File: src/rtl/vmem_fill_engine_pkg.sv
// Shared definitions for the vmem rectangle-fill engine.
//   - default display geometry
//   - register word offsets and CTRL/STATUS bit positions
//   - FSM state encoding
//   - clip helper that bounds one rectangle extent against the display edge
package vmem_fill_engine_pkg;

  localparam int unsigned DispWDefault = 240;
  localparam int unsigned DispHDefault = 240;

  localparam logic [1:0] RegOrigin = 2'd0;
  localparam logic [1:0] RegSize   = 2'd1;
  localparam logic [1:0] RegColor  = 2'd2;
  localparam logic [1:0] RegCtrl   = 2'd3;

  localparam int unsigned CtrlStartBit   = 0;
  localparam int unsigned CtrlClrDoneBit = 1;
  localparam int unsigned CtrlAbortBit   = 2;

  typedef enum logic [1:0] {
    StIdle,
    StSetup,
    StFill,
    StDone
  } fill_state_e;

  // Visible extent of a span starting at org with length len on an axis of size lim.
  function automatic logic [8:0] clip_extent(input logic [7:0] org, input logic [8:0] len,
                                             input logic [8:0] lim);
    logic [8:0] room;
    room = lim - {1'b0, org};
    if ({1'b0, org} >= lim) return 9'd0;
    return (len < room) ? len : room;
  endfunction

endpackage

File: src/rtl/vmem_fill_engine_if.sv
// Register bus, CPU direct-store path and merged vmem write port of the fill engine.
//   reg_*  : memory-mapped register access (write strobe, read strobe, 2-bit word offset)
//   cpu_*  : CPU direct vmem store, passed through with priority
//   vmem_* : merged vmem write port, {y,x} addressed
// slave is the engine's view, master the view of whoever drives the bus.
interface vmem_fill_engine_if;
  logic        reg_we_i;
  logic        reg_re_i;
  logic [1:0]  reg_addr_i;
  logic [31:0] reg_wdata_i;
  logic [31:0] reg_rdata_o;
  logic        cpu_we_i;
  logic [15:0] cpu_addr_i;
  logic [15:0] cpu_wdata_i;
  logic        vmem_we_o;
  logic [15:0] vmem_addr_o;
  logic [15:0] vmem_wdata_o;

  modport slave (
    input  reg_we_i, reg_re_i, reg_addr_i, reg_wdata_i, cpu_we_i, cpu_addr_i, cpu_wdata_i,
    output reg_rdata_o, vmem_we_o, vmem_addr_o, vmem_wdata_o
  );

  modport master (
    output reg_we_i, reg_re_i, reg_addr_i, reg_wdata_i, cpu_we_i, cpu_addr_i, cpu_wdata_i,
    input  reg_rdata_o, vmem_we_o, vmem_addr_o, vmem_wdata_o
  );
endinterface

File: src/rtl/vmem_fill_raster.sv
// Raster position generator for the fill engine.
//   clk_i, rst_i : clock, synchronous active-high reset
//   load_i       : latch origin and clipped extents, position goes to the origin
//   adv_i        : step to the next pixel, x innermost
//   x0_i, y0_i   : origin
//   ew_i, eh_i   : clipped width/height (non-zero when loaded for a fill)
//   addr_o       : current pixel address {y[7:0], x[7:0]}
//   last_o       : current pixel is the final one of the rectangle
module vmem_fill_raster (
  input  logic        clk_i,
  input  logic        rst_i,
  input  logic        load_i,
  input  logic        adv_i,
  input  logic [7:0]  x0_i,
  input  logic [7:0]  y0_i,
  input  logic [8:0]  ew_i,
  input  logic [8:0]  eh_i,
  output logic [15:0] addr_o,
  output logic        last_o
);

  logic [8:0] r_x0;
  logic [8:0] r_x;
  logic [8:0] r_y;
  logic [8:0] r_xend;
  logic [8:0] r_yend;

  always_ff @(posedge clk_i) begin
    if (rst_i) begin
      r_x0   <= '0;
      r_x    <= '0;
      r_y    <= '0;
      r_xend <= '0;
      r_yend <= '0;
    end else if (load_i) begin
      r_x0   <= {1'b0, x0_i};
      r_x    <= {1'b0, x0_i};
      r_y    <= {1'b0, y0_i};
      // Inclusive end coordinates; clipping keeps them inside the display.
      r_xend <= {1'b0, x0_i} + ew_i - 9'd1;
      r_yend <= {1'b0, y0_i} + eh_i - 9'd1;
    end else if (adv_i) begin
      if (r_x == r_xend) begin
        r_x <= r_x0;
        r_y <= r_y + 9'd1;
      end else begin
        r_x <= r_x + 9'd1;
      end
    end
  end

  assign addr_o = {r_y[7:0], r_x[7:0]};
  assign last_o = (r_x == r_xend) && (r_y == r_yend);

endmodule

File: src/rtl/vmem_fill_engine.sv
// Rectangle-fill accelerator merged in front of the vmem write port.
//   clk_i, rst_i : clock, synchronous active-high reset
//   bus_io       : register bus, CPU store path and merged vmem write port
//   busy_o       : fill in progress (SETUP or FILL)
//   done_o       : one-cycle pulse when a fill completes normally
// CPU stores always win the vmem port; the engine stalls its raster in those cycles.
module vmem_fill_engine
  import vmem_fill_engine_pkg::*;
#(
  parameter int unsigned DISP_W = DispWDefault,
  parameter int unsigned DISP_H = DispHDefault
) (
  input  logic                clk_i,
  input  logic                rst_i,
  vmem_fill_engine_if.slave   bus_io,
  output logic                busy_o,
  output logic                done_o
);

  fill_state_e r_state, w_state_d;
  logic [15:0] r_origin;
  logic [8:0]  r_w;
  logic [8:0]  r_h;
  logic [15:0] r_color;
  logic [15:0] r_fill_color;
  logic        r_done_sticky;
  logic [31:0] r_rdata;

  logic        w_ctrl_wr, w_start, w_clr_done, w_abort;
  logic [8:0]  w_ew, w_eh;
  logic        w_load, w_adv, w_eng_we, w_done, w_last;
  logic [15:0] w_px_addr;
  logic [31:0] w_rdata;
  logic        w_unused;

  assign w_ctrl_wr  = bus_io.reg_we_i && (bus_io.reg_addr_i == RegCtrl);
  assign w_start    = w_ctrl_wr && bus_io.reg_wdata_i[CtrlStartBit];
  assign w_clr_done = w_ctrl_wr && bus_io.reg_wdata_i[CtrlClrDoneBit];
  assign w_abort    = w_ctrl_wr && bus_io.reg_wdata_i[CtrlAbortBit];
  assign w_unused   = ^{bus_io.reg_wdata_i[31:25], bus_io.reg_wdata_i[15:9]};

  assign w_ew = clip_extent(r_origin[7:0], r_w, 9'(DISP_W));
  assign w_eh = clip_extent(r_origin[15:8], r_h, 9'(DISP_H));

  vmem_fill_raster u_raster (
    .clk_i  (clk_i),
    .rst_i  (rst_i),
    .load_i (w_load),
    .adv_i  (w_adv),
    .x0_i   (r_origin[7:0]),
    .y0_i   (r_origin[15:8]),
    .ew_i   (w_ew),
    .eh_i   (w_eh),
    .addr_o (w_px_addr),
    .last_o (w_last)
  );

  always_comb begin
    w_state_d = r_state;
    w_load    = 1'b0;
    w_adv     = 1'b0;
    w_eng_we  = 1'b0;
    w_done    = 1'b0;
    unique case (r_state)
      StIdle:  if (w_start) w_state_d = StSetup;
      StSetup: begin
        w_load    = 1'b1;
        w_state_d = (w_ew == 9'd0 || w_eh == 9'd0) ? StDone : StFill;
      end
      StFill: begin
        if (!bus_io.cpu_we_i) begin
          w_eng_we = 1'b1;
          w_adv    = 1'b1;
          if (w_last) w_state_d = StDone;
        end
      end
      StDone: begin
        w_done    = 1'b1;
        w_state_d = StIdle;
      end
      default: w_state_d = StIdle;
    endcase
    // Abort takes effect in the cycle it is written: no pixel, no done.
    if (w_abort) begin
      w_state_d = StIdle;
      w_load    = 1'b0;
      w_adv     = 1'b0;
      w_eng_we  = 1'b0;
      w_done    = 1'b0;
    end
  end

  always_comb begin
    case (bus_io.reg_addr_i)
      RegOrigin: w_rdata = {16'd0, r_origin};
      RegSize:   w_rdata = {7'd0, r_h, 7'd0, r_w};
      RegColor:  w_rdata = {16'd0, r_color};
      default:   w_rdata = {30'd0, r_done_sticky, busy_o};
    endcase
  end

  always_ff @(posedge clk_i) begin
    if (rst_i) begin
      r_state       <= StIdle;
      r_origin      <= '0;
      r_w           <= '0;
      r_h           <= '0;
      r_color       <= '0;
      r_fill_color  <= '0;
      r_done_sticky <= 1'b0;
      r_rdata       <= '0;
    end else begin
      r_state <= w_state_d;
      if (bus_io.reg_we_i) begin
        case (bus_io.reg_addr_i)
          RegOrigin: r_origin <= bus_io.reg_wdata_i[15:0];
          RegSize: begin
            r_w <= bus_io.reg_wdata_i[8:0];
            r_h <= bus_io.reg_wdata_i[24:16];
          end
          RegColor:  r_color <= bus_io.reg_wdata_i[15:0];
          default: ;
        endcase
      end
      if (w_load) r_fill_color <= r_color;
      // Completion beats a simultaneous clear.
      if (w_done)          r_done_sticky <= 1'b1;
      else if (w_clr_done) r_done_sticky <= 1'b0;
      if (bus_io.reg_re_i) r_rdata <= w_rdata;
    end
  end

  assign busy_o              = (r_state == StSetup) || (r_state == StFill);
  assign done_o              = w_done;
  assign bus_io.reg_rdata_o  = r_rdata;
  assign bus_io.vmem_we_o    = bus_io.cpu_we_i || w_eng_we;
  assign bus_io.vmem_addr_o  = bus_io.cpu_we_i ? bus_io.cpu_addr_i : w_px_addr;
  assign bus_io.vmem_wdata_o = bus_io.cpu_we_i ? bus_io.cpu_wdata_i : r_fill_color;

endmodule

File: src/flat_wrapper.sv
// flat-port wrapper written by rule: the top's interface ports become plain ports
module vmem_fill_engine_flat import vmem_fill_engine_pkg::*;
#(
  parameter int unsigned DISP_W = DispWDefault,
  parameter int unsigned DISP_H = DispHDefault
)
  (clk_i, rst_i, busy_o, done_o, bus_io_reg_we_i, bus_io_reg_re_i, bus_io_reg_addr_i, bus_io_reg_wdata_i, bus_io_cpu_we_i, bus_io_cpu_addr_i, bus_io_cpu_wdata_i, bus_io_reg_rdata_o, bus_io_vmem_we_o, bus_io_vmem_addr_o, bus_io_vmem_wdata_o);
  vmem_fill_engine_if bus_io_i ();
  input  logic clk_i;
  input  logic rst_i;
  output logic busy_o;
  output logic done_o;
  input wire logic [$bits(bus_io_i.reg_we_i)-1:0] bus_io_reg_we_i;
  input wire logic [$bits(bus_io_i.reg_re_i)-1:0] bus_io_reg_re_i;
  input wire logic [$bits(bus_io_i.reg_addr_i)-1:0] bus_io_reg_addr_i;
  input wire logic [$bits(bus_io_i.reg_wdata_i)-1:0] bus_io_reg_wdata_i;
  input wire logic [$bits(bus_io_i.cpu_we_i)-1:0] bus_io_cpu_we_i;
  input wire logic [$bits(bus_io_i.cpu_addr_i)-1:0] bus_io_cpu_addr_i;
  input wire logic [$bits(bus_io_i.cpu_wdata_i)-1:0] bus_io_cpu_wdata_i;
  output wire logic [$bits(bus_io_i.reg_rdata_o)-1:0] bus_io_reg_rdata_o;
  output wire logic [$bits(bus_io_i.vmem_we_o)-1:0] bus_io_vmem_we_o;
  output wire logic [$bits(bus_io_i.vmem_addr_o)-1:0] bus_io_vmem_addr_o;
  output wire logic [$bits(bus_io_i.vmem_wdata_o)-1:0] bus_io_vmem_wdata_o;
  assign bus_io_i.reg_we_i = bus_io_reg_we_i;
  assign bus_io_i.reg_re_i = bus_io_reg_re_i;
  assign bus_io_i.reg_addr_i = bus_io_reg_addr_i;
  assign bus_io_i.reg_wdata_i = bus_io_reg_wdata_i;
  assign bus_io_i.cpu_we_i = bus_io_cpu_we_i;
  assign bus_io_i.cpu_addr_i = bus_io_cpu_addr_i;
  assign bus_io_i.cpu_wdata_i = bus_io_cpu_wdata_i;
  assign bus_io_reg_rdata_o = bus_io_i.reg_rdata_o;
  assign bus_io_vmem_we_o = bus_io_i.vmem_we_o;
  assign bus_io_vmem_addr_o = bus_io_i.vmem_addr_o;
  assign bus_io_vmem_wdata_o = bus_io_i.vmem_wdata_o;
  vmem_fill_engine #(.DISP_W(DISP_W), .DISP_H(DISP_H)) u_core (.clk_i(clk_i), .rst_i(rst_i), .bus_io(bus_io_i), .busy_o(busy_o), .done_o(done_o));
endmodule
File: config.mk
export PLATFORM = sky130hd
export DESIGN_NAME = vmem_fill_engine_flat
export DESIGN_NICKNAME = d
export VERILOG_FILES = /design/src/rtl/vmem_fill_engine_pkg.sv /design/src/rtl/vmem_fill_engine_if.sv /design/src/rtl/vmem_fill_raster.sv /design/src/rtl/vmem_fill_engine.sv /design/src/flat_wrapper.sv
export SDC_FILE = /design/constraint.sdc
export NUM_CORES = 1
export LEC_CHECK = 0
export ABC_CLOCK_PERIOD_IN_PS = 7730
export CAP_MARGIN = 20
export CORE_UTILIZATION = 45
export DETAILED_ROUTE_END_ITERATION = 6
export PLACE_DENSITY = 0.69
export SLEW_MARGIN = 10
export SYNTH_ARGS = -nofsm -noshare
export SYNTH_HDL_FRONTEND = slang
export SYNTH_SLANG_ARGS = --single-unit
File: constraint.sdc
create_clock -name clk_i -period 7.73 [get_ports clk_i]
set_clock_uncertainty 0.1 [all_clocks]
set_input_delay 0.773 -clock clk_i [delete_from_list [all_inputs] [get_ports clk_i]]
set_output_delay 0.773 -clock clk_i [all_outputs]
set_load 0.05 [all_outputs]
==> reports/qor.json <==
{
  "residual_drc": {"value": 26},
  "chipHeight": {"value": 138, "unit": "µm"},
  "outcome": {"value": "complete, but fails checks"},
  "final_hold_viol_count": {"value": 0},
  "grt_max_degree": {"value": 92},
  "power.density": {"value": 242, "unit": "nW/µm²"},
  "num_io_pins": {"value": 138},
  "cts_tree": {"value": "built"},
  "clkLatencyLatePin": {"value": 0.42, "unit": "ns"},
  "timing.critical_path.from": {"value": "u_core.r_origin[9]$_SDFFE_PP0P_"},
  "crit_path_start_kind": {"value": "flop"},
  "detailedRoute.firstPassIterationCount": {"value": 7},
  "post_drt_via_cell_ratio": {"value": 5.46},
  "power.ir.vdd_worst": {"value": 0.183, "unit": "mV"},
  "syn-mean-instance-area": {"value": 8.00, "unit": "µm²"},
  "globalRouteTotalUtil": {"value": 23.5, "unit": "%"},
  "first_global_vias": {"value": 6894},
  "path_max_fanout": {"value": 19},
  "1st_iter_drt_viols": {"value": 589},
  "post_drt_wl_per_cell": {"value": 16.1, "unit": "µm"},
  "max_freq": {"value": 0.181, "unit": "GHz"},
  "rows": {"value": 49},
  "floorplan.die_area": {"value": 19100, "unit": "µm²"},
  "global_route.overflow_total": {"value": 0},
  "worst_slew_pin_slew": {"value": 1.00, "unit": "ns"},
  "number_of_enable_flip_flop_cells_after_synthesis": {"value": 0},
  "final_critical_path_required_period": {"value": 5.53, "unit": "ns"},
  "failing_checks": {"value": "DRC"},
  "num-nets-final": {"value": 1248},
  "die_x": {"value": 138, "unit": "µm"},
  "part_of_the_cycle_the_worst_path_needs": {"value": 71.6, "unit": "%"},
  "clock_buffer_depth": {"value": 2},
  "worst-setup-path-type": {"value": "reg -> reg"},
  "synthFlopType": {"value": "dfxtp_1"},
  "drv_slew": {"value": 0},
  "slew_headroom": {"value": 33.3, "unit": "%"},
  "layout-drive-gt1-share": {"value": 8.47, "unit": "%"},
  "hold_path_start": {"value": "u_core.u_raster.r_x0[6]$_SDFFE_PP0P_"},
  "tritoncts_num_sinks": {"value": 138},
  "final_cells": {"value": 1362},
  "timing.hold.ws": {"value": 0.359, "unit": "ns"},
  "synth-seq-area-share": {"value": 33.1, "unit": "%"},
  "cp_arrival": {"value": 5.74, "unit": "ns"},
  "number_of_antenna_violations_at_the_first_check_in_global_routing": {"value": 0},
  "max_cap_viol_count": {"value": 0},
  "clock_tree.root_cell": {"value": "clkbuf_16"},
  "gp_congestion": {"value": 0.882},
  "place_hpwl": {"value": 15600, "unit": "µm"},
  "wl": {"value": 22000, "unit": "µm"},
  "initial_utilization": {"value": 46.1, "unit": "%"},
  "cts.repair_timing.setup_buffer_count": {"value": 0},
  "worst_ep_required": {"value": 7.94, "unit": "ns"},
  "clk_transition_reported_paths": {"value": 0.06, "unit": "ns"},
  "grt_setup_unrepaired": {"value": "false"},
  "synth_cell_types": {"value": 71},
  "netlist_area": {"value": 8340, "unit": "µm²"},
  "finalSetupTns": {"value": 0, "unit": "ns"},
  "final_antenna_net_count": {"value": 0},
  "timing.critical_path.to_type": {"value": "flop"},
  "static-leakage-power": {"value": 3.86, "unit": "nW"},
  "share_of_flip_flops_with_an_asynchronous_set_or_reset": {"value": 0, "unit": "%"},
  "area_growth": {"value": 21.2, "unit": "%"},
  "synthesis.yosys.warnings": {"value": 0},
  "synth.ff_latch_count": {"value": 138},
  "setup-violations-final": {"value": 0},
  "hold_class": {"value": "reg -> reg"},
  "insertedDiodeCount": {"value": 0},
  "placeable_core_region": {"value": 18100, "unit": "µm²"},
  "worst_r2r_startpoint": {"value": "u_core.r_origin[9]$_SDFFE_PP0P_"},
  "first_pass_grt_wire_length": {"value": 36100, "unit": "µm"},
  "cts-hold-fix-buffers": {"value": 0},
  "portBuffers": {"value": 123},
  "post_cts.resized_instances": {"value": 0},
  "cts_made_buffers": {"value": 17},
  "route.vias.total": {"value": 7430},
  "dpl.cell_count": {"value": 1330},
  "synth_cells": {"value": 1042},
  "clock_tree.htree_level_count": {"value": 4}
}
-- layout by cell type (no fill, tap or decap), drive strengths merged, types with 3 or more instances in the layout --
| cell type | netlist | final |
|---|---|---|
| o21a | 5 | 5 |
| ha | 55 | 55 |
| clkdlybuf4s50 | 0 | 121 |
| or2 | 4 | 4 |
| nand3b | 4 | 4 |
| or4 | 3 | 3 |
| dfxtp | 138 | 138 |
| nor3 | 21 | 21 |
| mux2i | 12 | 12 |
| a21o | 5 | 5 |
| clkbuf | 51 | 19 |
| nand3 | 22 | 22 |
| o21bai | 3 | 3 |
| o21ai | 57 | 57 |
| xnor2 | 32 | 32 |
| nor2b | 22 | 22 |
| nand4 | 13 | 13 |
| bufinv | 0 | 3 |
| inv | 63 | 66 |
| and2 | 8 | 8 |
| buf | 25 | 10 |
| o211ai | 7 | 7 |
| a21oi | 89 | 89 |
| xor2 | 14 | 14 |
| nor4 | 12 | 12 |
| clkinv | 0 | 5 |
| nor2 | 67 | 67 |
| a211oi | 21 | 21 |
| a31oi | 10 | 10 |
| mux2 | 31 | 31 |
| o31ai | 6 | 6 |
| or3b | 3 | 3 |
| a22o | 19 | 19 |
| conb | 1 | 7 |
| nand2 | 187 | 187 |
-- critical path: stages (launching register included) --
cell,delay (ns)
dfxtp_1,0.38
inv_1,0.17
ha_1,0.34
inv_1,0.13
nor3_1,0.34
nor3_1,0.10
xnor2_1,0.21
ha_1,0.28
a21oi_1,0.13
o21ai_0,0.15
a211oi_4,0.57
nand2_1,0.10
o21ai_0,0.09
nand2_1,0.08
ha_1,0.34
inv_1,0.06
ha_1,0.30
a21o_1,0.21
a211oi_1,0.25
nor2_1,0.09
o41ai_1,0.37
xnor3_1,0.43
a22o_1,0.20
-- state kept, by name, summed over array words and instances (netlist names) --
signal / cells
u_core.bus_io.reg_rdata_o: 25
u_core.r_color: 16
u_core.r_done_sticky: 1
u_core.r_fill_color: 16
u_core.r_h: 9
u_core.r_origin: 16
u_core.r_state: 2
u_core.r_w: 9
u_core.u_raster.r_x: 9
u_core.u_raster.r_x0: 8
u_core.u_raster.r_xend: 9
u_core.u_raster.r_y: 9
u_core.u_raster.r_yend: 9
-- synthesized netlist by cell type (2+ instances only) --
cell / number / area (µm²)
or4_1: 2 / 15.0
xor2_1: 14 / 123
or3_1: 2 / 12.5
nand3b_1: 4 / 30.0
o21ai_1: 3 / 15.0
buf_6: 7 / 78.8
a31oi_1: 10 / 62.6
or2_2: 3 / 18.8
a211o_1: 2 / 17.5
o21ai_0: 54 / 270
a21oi_1: 89 / 445
mux2_2: 31 / 349
dfxtp_1: 138 / 2760
buf_1: 3 / 11.3
nor2_1: 66 / 248
nor2b_1: 22 / 138
and3_1: 2 / 12.5
or3b_1: 2 / 17.5
o211ai_1: 7 / 52.6
mux4_2: 2 / 45.0
nor3_2: 2 / 20.0
nor3_1: 19 / 95.1
a22o_1: 19 / 166
a41oi_1: 2 / 17.5
and2_1: 8 / 50.1
ha_1: 55 / 688
clkbuf_1: 49 / 184
inv_1: 63 / 236
a21boi_0: 2 / 15.0
xnor2_1: 32 / 280
nand3_1: 22 / 110
a211oi_1: 20 / 150
clkbuf_8: 2 / 27.5
buf_2: 8 / 40.0
fa_1: 2 / 40.0
buf_4: 7 / 52.6
mux2i_1: 12 / 120
nor4_2: 6 / 75.1
o31ai_1: 6 / 45.0
nand4_1: 13 / 81.3
o21a_1: 5 / 37.5
nor4_1: 6 / 37.5
a21o_1: 5 / 37.5
nand2_1: 187 / 702
-- area by class of cell --
class | count | area [µm²]
Fill cell | 1706 | 7970
Inverter | 63 | 236
Sequential cell | 138 | 2760
Tap cell | 229 | 287
Clock inverter | 13 | 164
Clock buffer | 19 | 453
Multi-Input combinational cell | 769 | 4930
Timing Repair Buffer | 131 | 1280
-- layer usage --
layer,vias to the layer above,track usage [%],share of wire [%]
li1,3733,-,-
met1,3442,33.7,50
met2,244,36.2,43
met3,11,4.78,6.0
met4,0,5.38,0.72
met5,-,0,0
-- where the power goes --
group	internal [mW]	switching, mW	total [mW]
logic	0.273	0.483	0.755
registers	0.775	0.0693	0.844
clock network	0.527	0.324	0.851
total	1.57	0.876	2.45
-- logic make-up after synthesis --
| group | Yosys count | synth area share [%] |
|---|---|---|
| simple gates | 375 | 20.9 |
| mux | 45 | 6.17 |
| compound gates | 238 | 17.9 |
| xor+xnor | 47 | 5.10 |
| other cells | 1 | 0.0450 |
| buf+inv | 141 | 8.09 |
| fa+ha+maj | 57 | 8.73 |
| flops | 138 | 33.1 |
-- metrics by stage --
stage	instance area [µm²]	power, mW	worst slack [ns]	utilization [%]
finish	10100	2.45	2.20	55.9
global route	10100	2.57	1.78	55.9
CTS	10100	2.45	2.20	55.9
detailed placement	9500	1.60	2.23	52.5
global placement	9500	1.60	2.39	52.5
floorplan	8360	1.42	2.96	-
-- worst paths after layout --
check             cells after the start                                     end  slack [ns]
setup / recovery                     22  u_core.u_raster.r_yend[8]$_SDFFE_PP0P_        2.20
hold / removal                        2    u_core.u_raster.r_x0[6]$_SDFFE_PP0P_        0.36
setup reg to reg                     22  u_core.u_raster.r_yend[8]$_SDFFE_PP0P_        2.20
hold reg to reg                       2    u_core.u_raster.r_x0[6]$_SDFFE_PP0P_        0.36
No activity file was read; power rests on OpenSTA's default activity.
